[src/rtl/fm_write_sched_if.sv]
// CPU-side write port and the two FM chip write buses of fm_write_sched.
// The master modport is the CPU/chip side; the slave modport is the scheduler.
interface fm_write_sched_if;
    logic       cen_opn;
    logic       cen_opl;
    logic       wr_req;
    logic       wr_chip;
    logic       wr_a0;
    logic [7:0] wr_data;
    logic       wr_full;
    logic       ovf;
    logic       busy;
    logic       opn_cs_n;
    logic       opn_wr_n;
    logic       opn_addr;
    logic [7:0] opn_din;
    logic       opl_cs_n;
    logic       opl_wr_n;
    logic       opl_addr;
    logic [7:0] opl_din;

    modport master (
        output cen_opn, cen_opl, wr_req, wr_chip, wr_a0, wr_data,
        input  wr_full, ovf, busy,
        input  opn_cs_n, opn_wr_n, opn_addr, opn_din,
        input  opl_cs_n, opl_wr_n, opl_addr, opl_din
    );

    modport slave (
        input  cen_opn, cen_opl, wr_req, wr_chip, wr_a0, wr_data,
        output wr_full, ovf, busy,
        output opn_cs_n, opn_wr_n, opn_addr, opn_din,
        output opl_cs_n, opl_wr_n, opl_addr, opl_din
    );
endinterface

[src/rtl/fm_write_sched.sv]
// In-order write FIFO feeding the OPN (chip 0) and OPL (chip 1) write strobes,
// with a per-chip recovery gap counted in that chip's own clock-enable ticks.
module fm_write_sched #(
    parameter int DEPTH    = 8,
    parameter int ADDR_GAP = 12,
    parameter int DATA_GAP = 84
) (
    input  logic             clk_sys,
    input  logic             reset_n,
    fm_write_sched_if.slave  bus
);
    localparam int PW      = $clog2(DEPTH);
    localparam int CW      = PW + 1;
    localparam int GAP_MAX = (ADDR_GAP > DATA_GAP) ? ADDR_GAP : DATA_GAP;
    localparam int GW      = $clog2(GAP_MAX + 1);

    localparam logic [0:0] ST_IDLE   = 1'b0;
    localparam logic [0:0] ST_STROBE = 1'b1;

    logic [9:0]    r_mem [DEPTH];
    logic [PW-1:0] r_wr_ptr;
    logic [PW-1:0] r_rd_ptr;
    logic [CW-1:0] r_count;
    logic [CW-1:0] w_count_next;
    logic [0:0]    r_state;
    logic [0:0]    w_state_next;
    logic          r_cur_chip;
    logic          r_cur_a0;
    logic          r_full;
    logic          r_ovf;
    logic          r_busy;

    logic [1:0]    w_cen;
    logic [9:0]    w_head;
    logic          w_head_chip;
    logic          w_head_a0;
    logic [7:0]    w_head_data;
    logic [1:0]    w_gap_zero;
    logic [1:0]    w_gap_next_zero;
    logic [1:0]    w_cs_n;
    logic [1:0]    w_addr;
    logic [15:0]   w_din;
    logic          w_pop;
    logic          w_push;
    logic          w_strobe_done;

    assign w_cen       = {bus.cen_opl, bus.cen_opn};
    assign w_head      = r_mem[r_rd_ptr];
    assign w_head_chip = w_head[9];
    assign w_head_a0   = w_head[8];
    assign w_head_data = w_head[7:0];

    // The head may only leave when its own chip has finished recovering;
    // a blocked head stalls everything behind it.
    assign w_pop         = (r_state == ST_IDLE) && (r_count != '0) && w_gap_zero[w_head_chip];
    assign w_push        = bus.wr_req && ((r_count != CW'(DEPTH)) || w_pop);
    assign w_strobe_done = (r_state == ST_STROBE) && w_cen[r_cur_chip];

    always_comb begin
        w_count_next = r_count;
        case ({w_push, w_pop})
            2'b10:   w_count_next = r_count + 1'b1;
            2'b01:   w_count_next = r_count - 1'b1;
            default: w_count_next = r_count;
        endcase
    end

    always_comb begin
        w_state_next = r_state;
        if (w_pop)
            w_state_next = ST_STROBE;
        else if (w_strobe_done)
            w_state_next = ST_IDLE;
    end

    always_ff @(posedge clk_sys) begin
        if (w_push)
            r_mem[r_wr_ptr] <= {bus.wr_chip, bus.wr_a0, bus.wr_data};
    end

    always_ff @(posedge clk_sys or negedge reset_n) begin
        if (!reset_n) begin
            r_wr_ptr   <= '0;
            r_rd_ptr   <= '0;
            r_count    <= '0;
            r_state    <= ST_IDLE;
            r_cur_chip <= 1'b0;
            r_cur_a0   <= 1'b0;
            r_full     <= 1'b0;
            r_ovf      <= 1'b0;
            r_busy     <= 1'b0;
        end else begin
            if (w_push)
                r_wr_ptr <= r_wr_ptr + 1'b1;
            if (w_pop) begin
                r_rd_ptr   <= r_rd_ptr + 1'b1;
                r_cur_chip <= w_head_chip;
                r_cur_a0   <= w_head_a0;
            end
            r_count <= w_count_next;
            r_state <= w_state_next;
            r_full  <= (w_count_next == CW'(DEPTH));
            r_ovf   <= r_ovf | (bus.wr_req & ~w_push);
            r_busy  <= (w_count_next != '0) || (w_state_next == ST_STROBE) || !(&w_gap_next_zero);
        end
    end

    generate
        for (genvar gi = 0; gi < 2; gi++) begin : g_chip
            logic [GW-1:0] r_gap;
            logic [GW-1:0] w_gap_next;
            logic          r_cs_n;
            logic          r_addr;
            logic [7:0]    r_din;
            logic          w_mine_done;
            logic          w_mine_issue;

            assign w_mine_done  = w_strobe_done && (r_cur_chip == 1'(gi));
            assign w_mine_issue = w_pop && (w_head_chip == 1'(gi));

            always_comb begin
                w_gap_next = r_gap;
                if (w_mine_done)
                    w_gap_next = r_cur_a0 ? GW'(DATA_GAP) : GW'(ADDR_GAP);
                else if (w_cen[gi] && (r_gap != '0))
                    w_gap_next = r_gap - 1'b1;
            end

            always_ff @(posedge clk_sys or negedge reset_n) begin
                if (!reset_n) begin
                    r_gap  <= '0;
                    r_cs_n <= 1'b1;
                    r_addr <= 1'b0;
                    r_din  <= 8'h00;
                end else begin
                    r_gap <= w_gap_next;
                    if (w_mine_issue) begin
                        r_cs_n <= 1'b0;
                        r_addr <= w_head_a0;
                        r_din  <= w_head_data;
                    end else if (w_mine_done) begin
                        r_cs_n <= 1'b1;
                    end
                end
            end

            assign w_gap_zero[gi]      = (r_gap == '0);
            assign w_gap_next_zero[gi] = (w_gap_next == '0);
            assign w_cs_n[gi]          = r_cs_n;
            assign w_addr[gi]          = r_addr;
            assign w_din[gi*8 +: 8]    = r_din;
        end
    endgenerate

    assign bus.wr_full  = r_full;
    assign bus.ovf      = r_ovf;
    assign bus.busy     = r_busy;
    assign bus.opn_cs_n = w_cs_n[0];
    assign bus.opn_wr_n = w_cs_n[0];
    assign bus.opn_addr = w_addr[0];
    assign bus.opn_din  = w_din[7:0];
    assign bus.opl_cs_n = w_cs_n[1];
    assign bus.opl_wr_n = w_cs_n[1];
    assign bus.opl_addr = w_addr[1];
    assign bus.opl_din  = w_din[15:8];
endmodule

[src/flat_wrapper.sv]
// flat-port wrapper written by rule: the top's interface ports become plain ports
module fm_write_sched_flat 
#(
    parameter int DEPTH    = 8,
    parameter int ADDR_GAP = 12,
    parameter int DATA_GAP = 84
)
  (clk_sys, reset_n, bus_cen_opn, bus_cen_opl, bus_wr_req, bus_wr_chip, bus_wr_a0, bus_wr_data, bus_wr_full, bus_ovf, bus_busy, bus_opn_cs_n, bus_opn_wr_n, bus_opn_addr, bus_opn_din, bus_opl_cs_n, bus_opl_wr_n, bus_opl_addr, bus_opl_din);
  fm_write_sched_if bus_i ();
  input  logic clk_sys;
  input  logic reset_n;
  input wire logic [$bits(bus_i.cen_opn)-1:0] bus_cen_opn;
  input wire logic [$bits(bus_i.cen_opl)-1:0] bus_cen_opl;
  input wire logic [$bits(bus_i.wr_req)-1:0] bus_wr_req;
  input wire logic [$bits(bus_i.wr_chip)-1:0] bus_wr_chip;
  input wire logic [$bits(bus_i.wr_a0)-1:0] bus_wr_a0;
  input wire logic [$bits(bus_i.wr_data)-1:0] bus_wr_data;
  output wire logic [$bits(bus_i.wr_full)-1:0] bus_wr_full;
  output wire logic [$bits(bus_i.ovf)-1:0] bus_ovf;
  output wire logic [$bits(bus_i.busy)-1:0] bus_busy;
  output wire logic [$bits(bus_i.opn_cs_n)-1:0] bus_opn_cs_n;
  output wire logic [$bits(bus_i.opn_wr_n)-1:0] bus_opn_wr_n;
  output wire logic [$bits(bus_i.opn_addr)-1:0] bus_opn_addr;
  output wire logic [$bits(bus_i.opn_din)-1:0] bus_opn_din;
  output wire logic [$bits(bus_i.opl_cs_n)-1:0] bus_opl_cs_n;
  output wire logic [$bits(bus_i.opl_wr_n)-1:0] bus_opl_wr_n;
  output wire logic [$bits(bus_i.opl_addr)-1:0] bus_opl_addr;
  output wire logic [$bits(bus_i.opl_din)-1:0] bus_opl_din;
  assign bus_i.cen_opn = bus_cen_opn;
  assign bus_i.cen_opl = bus_cen_opl;
  assign bus_i.wr_req = bus_wr_req;
  assign bus_i.wr_chip = bus_wr_chip;
  assign bus_i.wr_a0 = bus_wr_a0;
  assign bus_i.wr_data = bus_wr_data;
  assign bus_wr_full = bus_i.wr_full;
  assign bus_ovf = bus_i.ovf;
  assign bus_busy = bus_i.busy;
  assign bus_opn_cs_n = bus_i.opn_cs_n;
  assign bus_opn_wr_n = bus_i.opn_wr_n;
  assign bus_opn_addr = bus_i.opn_addr;
  assign bus_opn_din = bus_i.opn_din;
  assign bus_opl_cs_n = bus_i.opl_cs_n;
  assign bus_opl_wr_n = bus_i.opl_wr_n;
  assign bus_opl_addr = bus_i.opl_addr;
  assign bus_opl_din = bus_i.opl_din;
  fm_write_sched #(.DEPTH(DEPTH), .ADDR_GAP(ADDR_GAP), .DATA_GAP(DATA_GAP)) u_core (.clk_sys(clk_sys), .reset_n(reset_n), .bus(bus_i));
endmodule
[config.mk]
export PLATFORM = sky130hd
export DESIGN_NAME = fm_write_sched_flat
export DESIGN_NICKNAME = d
export VERILOG_FILES = /design/src/rtl/fm_write_sched_if.sv /design/src/rtl/fm_write_sched.sv /design/src/flat_wrapper.sv
export SDC_FILE = /design/constraint.sdc
export NUM_CORES = 1
export LEC_CHECK = 0
export ABC_AREA = 1
export BUFFER_PORTS_ARGS = -buffer_cell sky130_fd_sc_hd__buf_2
export CORE_MARGIN = 1.5
export CORE_UTILIZATION = 51
export DETAILED_ROUTE_END_ITERATION = 10
export PLACE_DENSITY = 0.69
export RECOVER_POWER = 25
export SETUP_SLACK_MARGIN = 0.15
export SLEW_MARGIN = 20
export SYNTH_ARGS = -nofsm -noshare
export SYNTH_HDL_FRONTEND = slang
export SYNTH_SLANG_ARGS = --single-unit
[constraint.sdc]
create_clock -name clk_sys -period 3.7 [get_ports clk_sys]
set_clock_uncertainty 0.2 [all_clocks]
set_input_delay 0.185 -clock clk_sys [delete_from_list [all_inputs] [get_ports clk_sys]]
set_output_delay 0.185 -clock clk_sys [all_outputs]
set_load 0.02 [all_outputs]
-- Word level (Yosys, flattened, before mapping)
Memory sizes are Yosys's and may differ from the RTL's.
Cells that the tools add are included.
- word-level logic and storage cells: 79
- memories kept: 1
- output and inout bits: 25
- register bits after elaboration: 50
- bits of input ports: 15
- RAM bits: 80
- memory list (memory ; words ; bits a word ; read ports ; clocked after Yosys merged registers in ; wr ports ; line ; RTL):
    u_core.r_mem ; 8 ; 10 ; 1 ; 0 ; 1 ; fm_write_sched.sv:20 ; logic [9:0] r_mem [DEPTH];
- reduce and logical (&&, ||, !) cells: 25
- bitwise operators: 6
- equal/unequal tests: 4
- magnitude comparators: 2
- muxes and demuxes: 18
- add/sub/neg operators: 6
- operator list (cell ; count):
    7-bit two-way mux ; 5
    7-bit zero test ; 4
    7-bit nonzero test ; 2
    7-bit by 1-bit subtractor with 7-bit output, second input constant ; 2
    1-bit two-way mux ; 12
    1-bit logical AND ; 10
    4-bit one-hot mux with 2 select lines ; 1
    4-bit nonzero test ; 2
    3-bit by 1-bit adder with 3-bit output, second input constant ; 2
    4-bit by 1-bit adder with 4-bit output, second input constant ; 1
    4-bit equality test, second input constant ; 1
    1-bit by 2-bit less-than comparator with 1-bit output, second input constant ; 2
    4-bit inequality test, second input constant ; 1
    1-bit inverter ; 4
    2-bit nonzero test ; 2
    4-bit by 1-bit subtractor with 4-bit output, second input constant ; 1
    1-bit logical OR ; 3
    2-bit by 1-bit equality test with 1-bit output, second input constant ; 1
    2-bit equality test, second input constant ; 1
    2-bit AND reduction ; 1
    1-bit bitwise AND ; 1
    1-bit zero test ; 1
    1-bit bitwise OR ; 1

-- Longest topological paths before layout
Gate-level depths: netlist of run 1.
- word-level depth: 11
- mapped depth: 17
- mapped depth without buffers: 17

-- Worst setup path after synthesis of run 1
OpenSTA, ideal clock, no wires.
- kind: reg-to-reg
- start point: reg u_core.g_chip[1].r_gap[0]
- end point: reg u_core.r_full, in the netlist u_core.bus.wr_full
- path buffers: 0
- required time: 3.429 ns
- arrival time: 2.310 ns
- slack: 1.119 ns
- setup time: 0.071 ns
- period minus slack after synthesis: 2.581 ns
- cell stages (with the launch flop): 17
- cell sequence: dfrtp_1 inv_1 ha_1 nand2_1 nor2_1 inv_1 nand3_2 nand4_2 inv_1 ha_1 a21oi_1 nand2_1 xor2_1 or2_0 nand3_2 nand2_1 nor2_1
- word-level cells in the longest chain between the ends: 9
- elaborated cells between the ends (all ways): 10
- those cells by class: 3 x eq/ne; 3 x mux; 4 x reduce/logical
- ends and longest elaborated chain (what ; line ; RTL):
    from (decl) ; fm_write_sched.sv:110 ; logic [GW-1:0] r_gap;
    from (signal assigned) ; fm_write_sched.sv:136 ; r_gap <= w_gap_next;
    7-bit zero test * ; fm_write_sched.sv:147 ; assign w_gap_zero[gi] = (r_gap == '0);
    1-bit two-way mux (not written as such) * (2 in a row) ; fm_write_sched.sv:55 ; assign w_pop = (r_state == ST_IDLE) && (r_count != '0) && w_gap_zero[w_head_chip];
    1-bit logical AND * ; fm_write_sched.sv:55 ;
    1-bit logical OR ; fm_write_sched.sv:56 ; assign w_push = bus.wr_req && ((r_count != CW'(DEPTH)) || w_pop);
    1-bit logical AND ; fm_write_sched.sv:56 ;
    2-bit by 1-bit equality test with 1-bit output or 2-bit equality test (tied branches) ; fm_write_sched.sv:61 ; case ({w_push, w_pop})
    4-bit one-hot mux with 2 select lines * ; fm_write_sched.sv:61 ;
    named net u_core.w_count_next[3] ; fm_write_sched.sv:24 ; logic [CW-1:0] w_count_next;
    4-bit equality test * ; fm_write_sched.sv:102 ; r_full <= (w_count_next == CW'(DEPTH));
    to (signal assigned) ; fm_write_sched.sv:102 ;
    to (decl) ; fm_write_sched.sv:29 ; logic r_full;
Mark *: on every way through the listed nets, which the timed path passes. The rest lies on a longest branch. The select of a mux whose other input is x is not followed.
A chain may end at the register's enable or synchronous reset.

-- Worst setup path after layout of run 1
- start point: reg u_core.r_rd_ptr[0]
- end point: reg u_core.r_busy, in the netlist u_core.bus.busy
- word-level cells in the longest chain between the ends: 11
- elaborated cells between the ends (all ways): 13
- those cells by class: 2 x eq/ne; 4 x mux; 6 x reduce/logical; 1 x memory
- ends and longest elaborated chain (what ; line ; RTL):
    from (decl) ; fm_write_sched.sv:22 ; logic [PW-1:0] r_rd_ptr;
    from (signal assigned) ; fm_write_sched.sv:96 ; r_rd_ptr <= r_rd_ptr + 1'b1;
    memory read 8 x 10 bit * ; n/a ;
    1-bit two-way mux (not written as such) * (2 in a row) ; fm_write_sched.sv:55 ;
    1-bit logical AND * ; fm_write_sched.sv:55 ;
    1-bit logical OR ; fm_write_sched.sv:56 ;
    1-bit logical AND ; fm_write_sched.sv:56 ;
    2-bit by 1-bit equality test with 1-bit output or 2-bit equality test (tied branches) ; fm_write_sched.sv:61 ;
    4-bit one-hot mux with 2 select lines * ; fm_write_sched.sv:61 ;
    named net u_core.w_count_next[3] ; fm_write_sched.sv:24 ;
    4-bit nonzero test * ; fm_write_sched.sv:104 ; r_busy <= (w_count_next != '0) || (w_state_next == ST_STROBE) || !(&w_gap_next_zero);
    1-bit logical OR * (2 in a row) ; fm_write_sched.sv:104 ;
    to (signal assigned) ; fm_write_sched.sv:104 ;
    to (decl) ; fm_write_sched.sv:31 ; logic r_busy;
Marked as above.

==> impl_metrics.ini, run 1 <==
[outcome]
run_status = finished clean

[setup_path]
critPathMaxStageDelay_ns = 0.36
arrival_time_of_data_at_the_critical_path_endpoint_ns = 3.19
path_class = flop to flop
endpoint_kind = flop
critical_path.top_delay_family = simple AND/OR/NAND/NOR gates
critical_path.cell_chain = buf_4 > nand2_1 > nand3_1 > nand3_2 > nand3_2 > nand4_2 > inv_1 > ha_1 > a21oi_1 > nand2_1 > xor2_1 > or2_0 > nand3_2 > nor2_1 > nand2_1
crit_path_start_kind = flop
worstPathBufferInverterCount = 2
worst-path-stages = 15
crit_fanout = 41
worst-endpoint-required_ns = 3.91
rr_worst_depth = 15
worst_reg_to_reg_setup_slack_ns = 0.72
critical-path-slowest-cell = sky130_fd_sc_hd__buf_4

[job]
max-cap-violations = 0

[detailed_routing]
routedWlPerCell_microns = 14.7
drc = 0
antenna_left = 0
totalWireLength_microns = 11400
drtPass1Iterations = 6
post_drt_via_cell_ratio = 5.24
dr_total_vias = 4056
first_iter_violations = 273

[synth]
synth.top_cells.by_area = sky130_fd_sc_hd__edfxtp_1, sky130_fd_sc_hd__dfrtp_1, sky130_fd_sc_hd__nand2_1, sky130_fd_sc_hd__o21ai_0, sky130_fd_sc_hd__nor2_1
yosys.cell_types.count = 35
netlist.top_cell.by_area = sky130_fd_sc_hd__edfxtp_1
syn_area_sq_mm = 0.00572
synthXorXnorAreaFrac_pct = 1.69
yosys-mux-area-fraction_pct = 0
synthesized_area_fraction_occupied_by_adder_cells_pct = 2.10
ys_seq_elements = 130
synth-simple-area-share_pct = 17.0
avgSynthCellArea_sq_um = 10.4
yosysWarnings = 0
synth_top_cell_area_share_pct = 42.0
synthesis.instances = 552
synth_fp_nets = 576
main_combinational_cell_family_by_area_after_synthesis = simple AND/OR/NAND/NOR gates
synth-compound-area-share_pct = 9.37
yosysSeqAreaShare_pct = 64.0

[cts]
cts_tree = yes
h-tree-depth = 4
cts_made_buffers = 17
path_clk_slew_ns = 0.06
setup_fix_buffers_added_after_clock_tree_synthesis = 0
post_cts_hold_buffers = 16
clk_latency_ns = 0.52
numClockSinks = 130
max-clock-path-buffers = 2
root_buffer = sky130_fd_sc_hd__clkbuf_8
quantity_of_gates_resized_following_cts = 0

[sta]
period_share_pct = 80.5
slew_headroom_pct = 59.4
slew_of_the_pin_with_the_lowest_slew_margin_ns = 0.608
achievable-frequency_ghz = 0.336
timing.final.setup_violations = 0
period_needed_ns = 2.98
slew_viol_final = 0
timing.setup.tns_ns = 0
rsz0062_at_grt = no
report.final.hold_viol_count = 0

[final_layout]
syn2layout_area_growth_pct = 19.7
number_of_fill_cells = 858
final_cell_count_no_fill = 774
insertedDiodeCount = 0
ff_latch_area_sq_mm = 0.00366
fin_nets = 645
multiInputGateArea_sq_mm = 0.00172
final_layout_size_suffix_gt1_share_pct = 14.5

[floorplanning]
coreArea_sq_mm = 0.0109
floorplan.die.width_microns = 109
die_h_microns = 109
initial_core_util_pct = 52.5
full_die_area_sq_mm = 0.0119
placement_rows = 38
boundaryPins = 40

[placed_design]
gp_weighted_congestion = 0.915
io_buffer_count = 39
dp_hpwl_microns = 7630
post-place-cells = 726

[global_routing]
grt_pass1_vias = 3973
grt_start_max_net_pins = 42
remaining_global_route_overflow = 0
first_pass_grt_wire_length_microns = 18700
grt_antenna_before_repair = 0
grt.total_usage_pct = 21.4

[power_and_ir_drop]
p_leak_uw = 0.00297
power.switching_fraction_pct = 38.5
p_per_area_mw_per_mm2 = 891
cellInternalPower_uw = 3750
ir_worst_vdd_v = 0.000526
part_of_the_total_power_dissipated_in_the_clock_network_pct = 27.4
comb_power_share_pct = 36.8
pwr-share-seq_pct = 35.8
power.net_switching_uw = 2350

[min_path]
timing.hold.worst_path_depth = 2
hp-class = flop to flop
## cell usage after synthesis, drive strengths merged
| cell type | count |
|---|---|
| o211ai | 2 |
| o21bai | 1 |
| fa | 1 |
| o221ai | 8 |
| nand2 | 115 |
| ha | 8 |
| inv | 64 |
| buf | 8 |
| nand3 | 25 |
| o21ai | 72 |
| nor4 | 1 |
| nand4 | 5 |
| or2 | 2 |
| a21oi | 4 |
| o22ai | 10 |
| nand3b | 1 |
| edfxtp | 80 |
| dfstp | 2 |
| nor2 | 71 |
| clkbuf | 11 |
| dfrtp | 48 |
| nor3 | 1 |
| xor2 | 11 |
| and2 | 1 |
## sequential cells by signal (all words and copies together), names as in the netlist, 3 cells and up
name                 count
u_core.bus.opl_din       8
u_core.bus.opn_din       8
u_core.g_chip.r_gap     14
u_core.r_count           4
u_core.r_mem            80
u_core.r_rd_ptr          3
u_core.r_wr_ptr          3
## cell type report
type / count / area share, %
sequential: 130 / 53.4
multi-input combinational: 339 / 25.2
timing repair buffer: 69 / 6.56
clock buffer: 20 / 6.51
inverter: 64 / 3.51
tap: 140 / 2.56
clock inverter: 12 / 2.27
## worst register-to-register path: cells and delay by family (launching register included)
family,cells,cell delay [ns]
fa+ha+maj,1,0.28
buf+inv,2,0.52
flops,1,0.35
compound gates,1,0.15
simple gates,10,1.18
xor+xnor,1,0.17
## cells by family after synthesis
kind of cell / count (synthesis)
AOI/OAI and AO/OA: 97
xor gates and xnor gates: 11
adders and majority gates: 9
buffers and inverters: 83
DFF: 130
and+or+nand+nor: 222
## final timing paths
kind / endpoint / startpoint
max in group asynchronous: u_core.bus.opl_din[4] / reset_n
min: u_core.bus.opl_din[2] / u_core.bus.opl_din[2]
max reg2reg: u_core.bus.busy / u_core.r_rd_ptr[0]
max: u_core.bus.busy / u_core.r_rd_ptr[0]
min in group asynchronous: u_core.bus.opl_din[7] / reset_n
min reg2reg: u_core.bus.opl_din[2] / u_core.bus.opl_din[2]
## power by group through the flow
stage | Sequential [uW] | Combinational [uW] | Clock [uW]
2_1_floorplan | 2270 | 1560 | 0
3_3_place_gp | 2200 | 2160 | 0
3_5_place_dp | 2210 | 2240 | 0
4_1_cts | 2180 | 2260 | 1690
5_1_grt | 2240 | 2570 | 1760
6_report | 2190 | 2240 | 1670
## per-layer routing
metal | vias to the layer above | part of all wire, % | track usage [%]
li1 | 1991 | - | -
met1 | 1942 | 44 | 26.7
met2 | 112 | 49 | 34.8
met3 | 11 | 5.7 | 6.75
met4 | 0 | 1.2 | 8.46
met5 | - | 0 | 0
## cells in the final DEF (no fill, tap or decap), drive strengths merged
cell         netlist  final
xor2              11     11
nor4               1      1
nand2            115    115
o21bai             1      1
o22ai             10     10
ha                 8      8
dfstp              2      2
dlygate4sd3        0     16
bufinv             0      3
fa                 1      1
nand4              5      5
nor3               1      1
dfrtp             48     48
clkbuf            11     29
and2               1      1
nand3b             1      1
o21ai             72     72
buf                8     44
edfxtp            80     80
clkinv             0      5
a21oi              4      4
o211ai             2      2
nand3             25     25
inv               64     66
o221ai             8      8
or2                2      2
nor2              71     71
clkinvlp           0      2
## through the flow
stage	total power [uW]	area [sq um]	util, %	hold WS (ns)	setup slack (ns)
floorplan	3840	5720	-	-0.311	1.12
global placement	4350	6090	56.0	0.000508	0.875
detailed placement	4440	6090	56.0	0.0132	0.736
CTS	6130	6860	63.0	0.250	0.735
global route	6570	6840	62.9	0.311	0.439
finish	6100	6840	62.9	0.279	0.722
(Power assumes the default switching activity.)
==> inputs of run 2 (changes only) <==
Settings changed: ABC_AREA 1 to 0, PLACE_DENSITY 0.69 to 0.72.
Clock period 3.7 ns to 2.5 ns, I/O delays scaled along.
==> run 2 against run 1 <==
  * The run now ends with setup timing left
  * Design area increased by 9.0%
  * Area after synthesis decreased by 2.9%
  * Non-clock buffer count increased by 58
  * Register-to-register slack got worse by 1.4 ns
  * Sequential cell count unchanged
  * Combinational power increased by 57%
  * Via count decreased by 13%
  * Sequential share of layout area decreased by 4.4 points
  * Critical path type unchanged
  * Critical endpoint is now u_core.bus.wr_full
  * Largest cell class unchanged
==> impl_metrics.ini, run 2 <==
[global_routing]
grt_start_max_net_pins = 22
grt_pass1_vias = 3703
grt_antenna_before_repair = 0
grt.total_usage_pct = 22.1
remaining_global_route_overflow = 0
first_pass_grt_wire_length_microns = 18800

[synth]
ys_seq_elements = 130
synthesis.instances = 348
synth_ff_type = sky130_fd_sc_hd__edfxtp_1
yosysSeqAreaShare_pct = 65.9
synthMostInstantiatedCell = sky130_fd_sc_hd__edfxtp_1
yosysWarnings = 0
yosys.cell_types.count = 55
synth.top_cells.by_area = sky130_fd_sc_hd__edfxtp_1, sky130_fd_sc_hd__dfrtp_1, sky130_fd_sc_hd__mux4_2, sky130_fd_sc_hd__mux2_2, sky130_fd_sc_hd__ha_1
ys_async_sr_fraction_pct = 38.5
synth_top_cell_area_share_pct = 43.3
avgSynthCellArea_sq_um = 15.9
synth_edf_count = 80
netlist.top_cell.by_area = sky130_fd_sc_hd__edfxtp_1
synth_common_cells = sky130_fd_sc_hd__edfxtp_1, sky130_fd_sc_hd__dfrtp_1, sky130_fd_sc_hd__mux2_2
syn_area_sq_mm = 0.00555
synth_fp_nets = 372

[placed_design]
place_worst_setup_slack_ns = -0.547
io_buffer_count = 39
dp_hpwl_microns = 7890
gp_weighted_congestion = 0.825

[final_layout]
syn2layout_area_growth_pct = 34.4
final_common_cell = sky130_fd_sc_hd__edfxtp_1
number_of_fill_cells = 654
top_register = u_core.r_mem
final_layout_size_suffix_gt1_share_pct = 45.0
fin_nets = 504
insertedDiodeCount = 0
largest_reg_flops = 80
top_regs = u_core.r_mem (80), u_core.g_chip.r_gap (14)
most-common-layout-cells = sky130_fd_sc_hd__edfxtp_1, sky130_fd_sc_hd__dfrtp_1, sky130_fd_sc_hd__buf_4

[floorplanning]
floorplan.die.width_microns = 107
boundaryPins = 40
placement_rows = 37
die_h_microns = 107
initial_core_util_pct = 53.0
coreArea_sq_mm = 0.0105
full_die_area_sq_mm = 0.0115

[setup_path]
endpoint_kind = flop
crit_path_start_kind = flop
worst-endpoint-required_ns = 2.75
timing.critical_path.mode_cell = sky130_fd_sc_hd__ha_4
critical_path.top_delay_family = simple AND/OR/NAND/NOR gates
arrival_time_of_data_at_the_critical_path_endpoint_ns = 3.40
critPathMaxStageDelay_ns = 0.48
worstPathBufferInverterCount = 2
critical_path.cell_chain = inv_2 > ha_4 > or4b_4 > nor4_4 > mux2_4 > nand2_4 > inv_4 > ha_4 > a21o_1 > a211oi_2 > nand2_1 > o32ai_2 > o211ai_2 > nor2b_1
path_class = flop to flop
crit_fanout = 3
critical-path-slowest-cell = sky130_fd_sc_hd__or4b_4

[power_and_ir_drop]
comb_power_share_pct = 39.6
p_leak_uw = 0.00296
power.switching_fraction_pct = 33.7
part_of_the_total_power_dissipated_in_the_clock_network_pct = 24.5
ir_worst_vdd_v = 0.000500
cellInternalPower_uw = 5890
p_per_area_mw_per_mm2 = 1190
power.net_switching_uw = 2990
pwr-share-seq_pct = 35.9
report.power.total_uw = 8880

[detailed_routing]
drtPass1Iterations = 5
totalWireLength_microns = 12000
routedWlPerCell_microns = 19.1
first_iter_violations = 207
drc = 0
post_drt_via_cell_ratio = 5.60
dr_total_vias = 3522
antenna_left = 0

[sta]
slew_viol_final = 0
rsz0062_at_grt = yes
report.final.hold_viol_count = 0
period_share_pct = 126
fin_hold_ws_ns = 0.241
slew_headroom_pct = 54.1
timing.final.ws_setup_ns = -0.648
slew_of_the_pin_with_the_lowest_slew_margin_ns = 0.686
achievable-frequency_ghz = 0.318
period_needed_ns = 3.15
timing.final.setup_violations = 94

[cts]
path_clk_slew_ns = 0.06
h-tree-depth = 4
max-clock-path-buffers = 2
root_buffer = sky130_fd_sc_hd__clkbuf_8
clk_latency_ns = 0.52
cts_made_buffers = 17
cts_tree = yes
numClockSinks = 130

[job]
max-cap-violations = 0

[outcome]
run_status = finished, violations left
failed_checks = setup timing

[min_path]
hp-class = input pin to flop
[run 2: cell types whose count changed in the layout (fill, tap and decap cells not counted), sizes merged, moves of 8 or more]
cell | previous run | this run
o22ai | 10 | 1
o21ai | 72 | 6
inv | 66 | 18
nand3 | 25 | 7
mux4 | 0 | 20
buf | 44 | 102
nand2 | 115 | 10
o221ai | 8 | 0
mux2i | 0 | 8
nor2 | 71 | 16
mux2 | 0 | 32
[run 2: what timing repair did]
action                                  4_1_cts  5_1_grt
gates resized for setup                      25       23
hold buffers                                 18        0
hold endpoints to repair                    149        0
endpoints found under the setup margin      106      111
buffers inserted                              6        6
pin swaps                                     5        8
[run 2: cell type report]
class	count	area [sq um]	share of cell area, %
clock buffers	21	450	6.04
clock inverters	11	77.6	1.04
inverters	13	51.3	0.688
multi-input cells	191	2020	27.1
flip-flops and latches	130	3660	49.0
well taps	136	170	2.28
repair buffers	127	1030	13.8
[run 2: final timing paths]
check | startpoint | to | slack [ns] | cells after the start
max reg2reg | u_core.g_chip[0].r_gap[1] | u_core.bus.wr_full | -0.65 | 14
min in group asynchronous | reset_n | u_core.r_count[3] | 0.50 | 4
min | bus_wr_data[6] | u_core.r_mem[6][6] | 0.24 | 2
max in group asynchronous | reset_n | u_core.r_rd_ptr[0] | 0.47 | 4
max | u_core.g_chip[0].r_gap[1] | u_core.bus.wr_full | -0.65 | 14
min reg2reg | u_core.bus.ovf | u_core.bus.ovf | 0.29 | 2
[run 2: cells by family after synthesis]
logic type | after synthesis | synth area share (%)
mux | 60 | 16.1
xor+xnor | 12 | 1.89
fa+ha+maj | 9 | 2.16
compound gates | 35 | 4.40
simple gates | 75 | 7.40
flops | 130 | 65.9
buf+inv | 27 | 2.14
[run 2: per-stage QoR]
stage	TNS, ns	instance area [sq um]	std cells	utilization [%]
3_5_place_dp	-33.66	6460	567	61.7
3_3_place_gp	-32.99	6460	567	61.7
2_1_floorplan	-24.71	5690	348	-
6_report	-44.39	7460	629	71.3
4_1_cts	-34.22	7320	623	70.0
5_1_grt	-51.61	7460	629	71.3
[run 2: routing by layer]
metal,track usage (%),vias up,wire [microns],part of all wire (%)
met5,0,-,0,0
met4,7.62,0,231,1.9
met3,5.08,19,466,3.9
met2,38.6,96,6380,53
met1,27.1,1801,4960,41
li1,-,1606,-,-
[run 2: power groups by stage]
| stage | logic, uW | clock network, uW | registers (uW) |
|---|---|---|---|
| global placement | 3110 | 0 | 3170 |
| detailed placement | 3170 | 0 | 3200 |
| floorplan | 1810 | 0 | 3380 |
| CTS | 3340 | 2210 | 3170 |
| finish | 3520 | 2180 | 3180 |
| global route | 3790 | 2300 | 3240 |
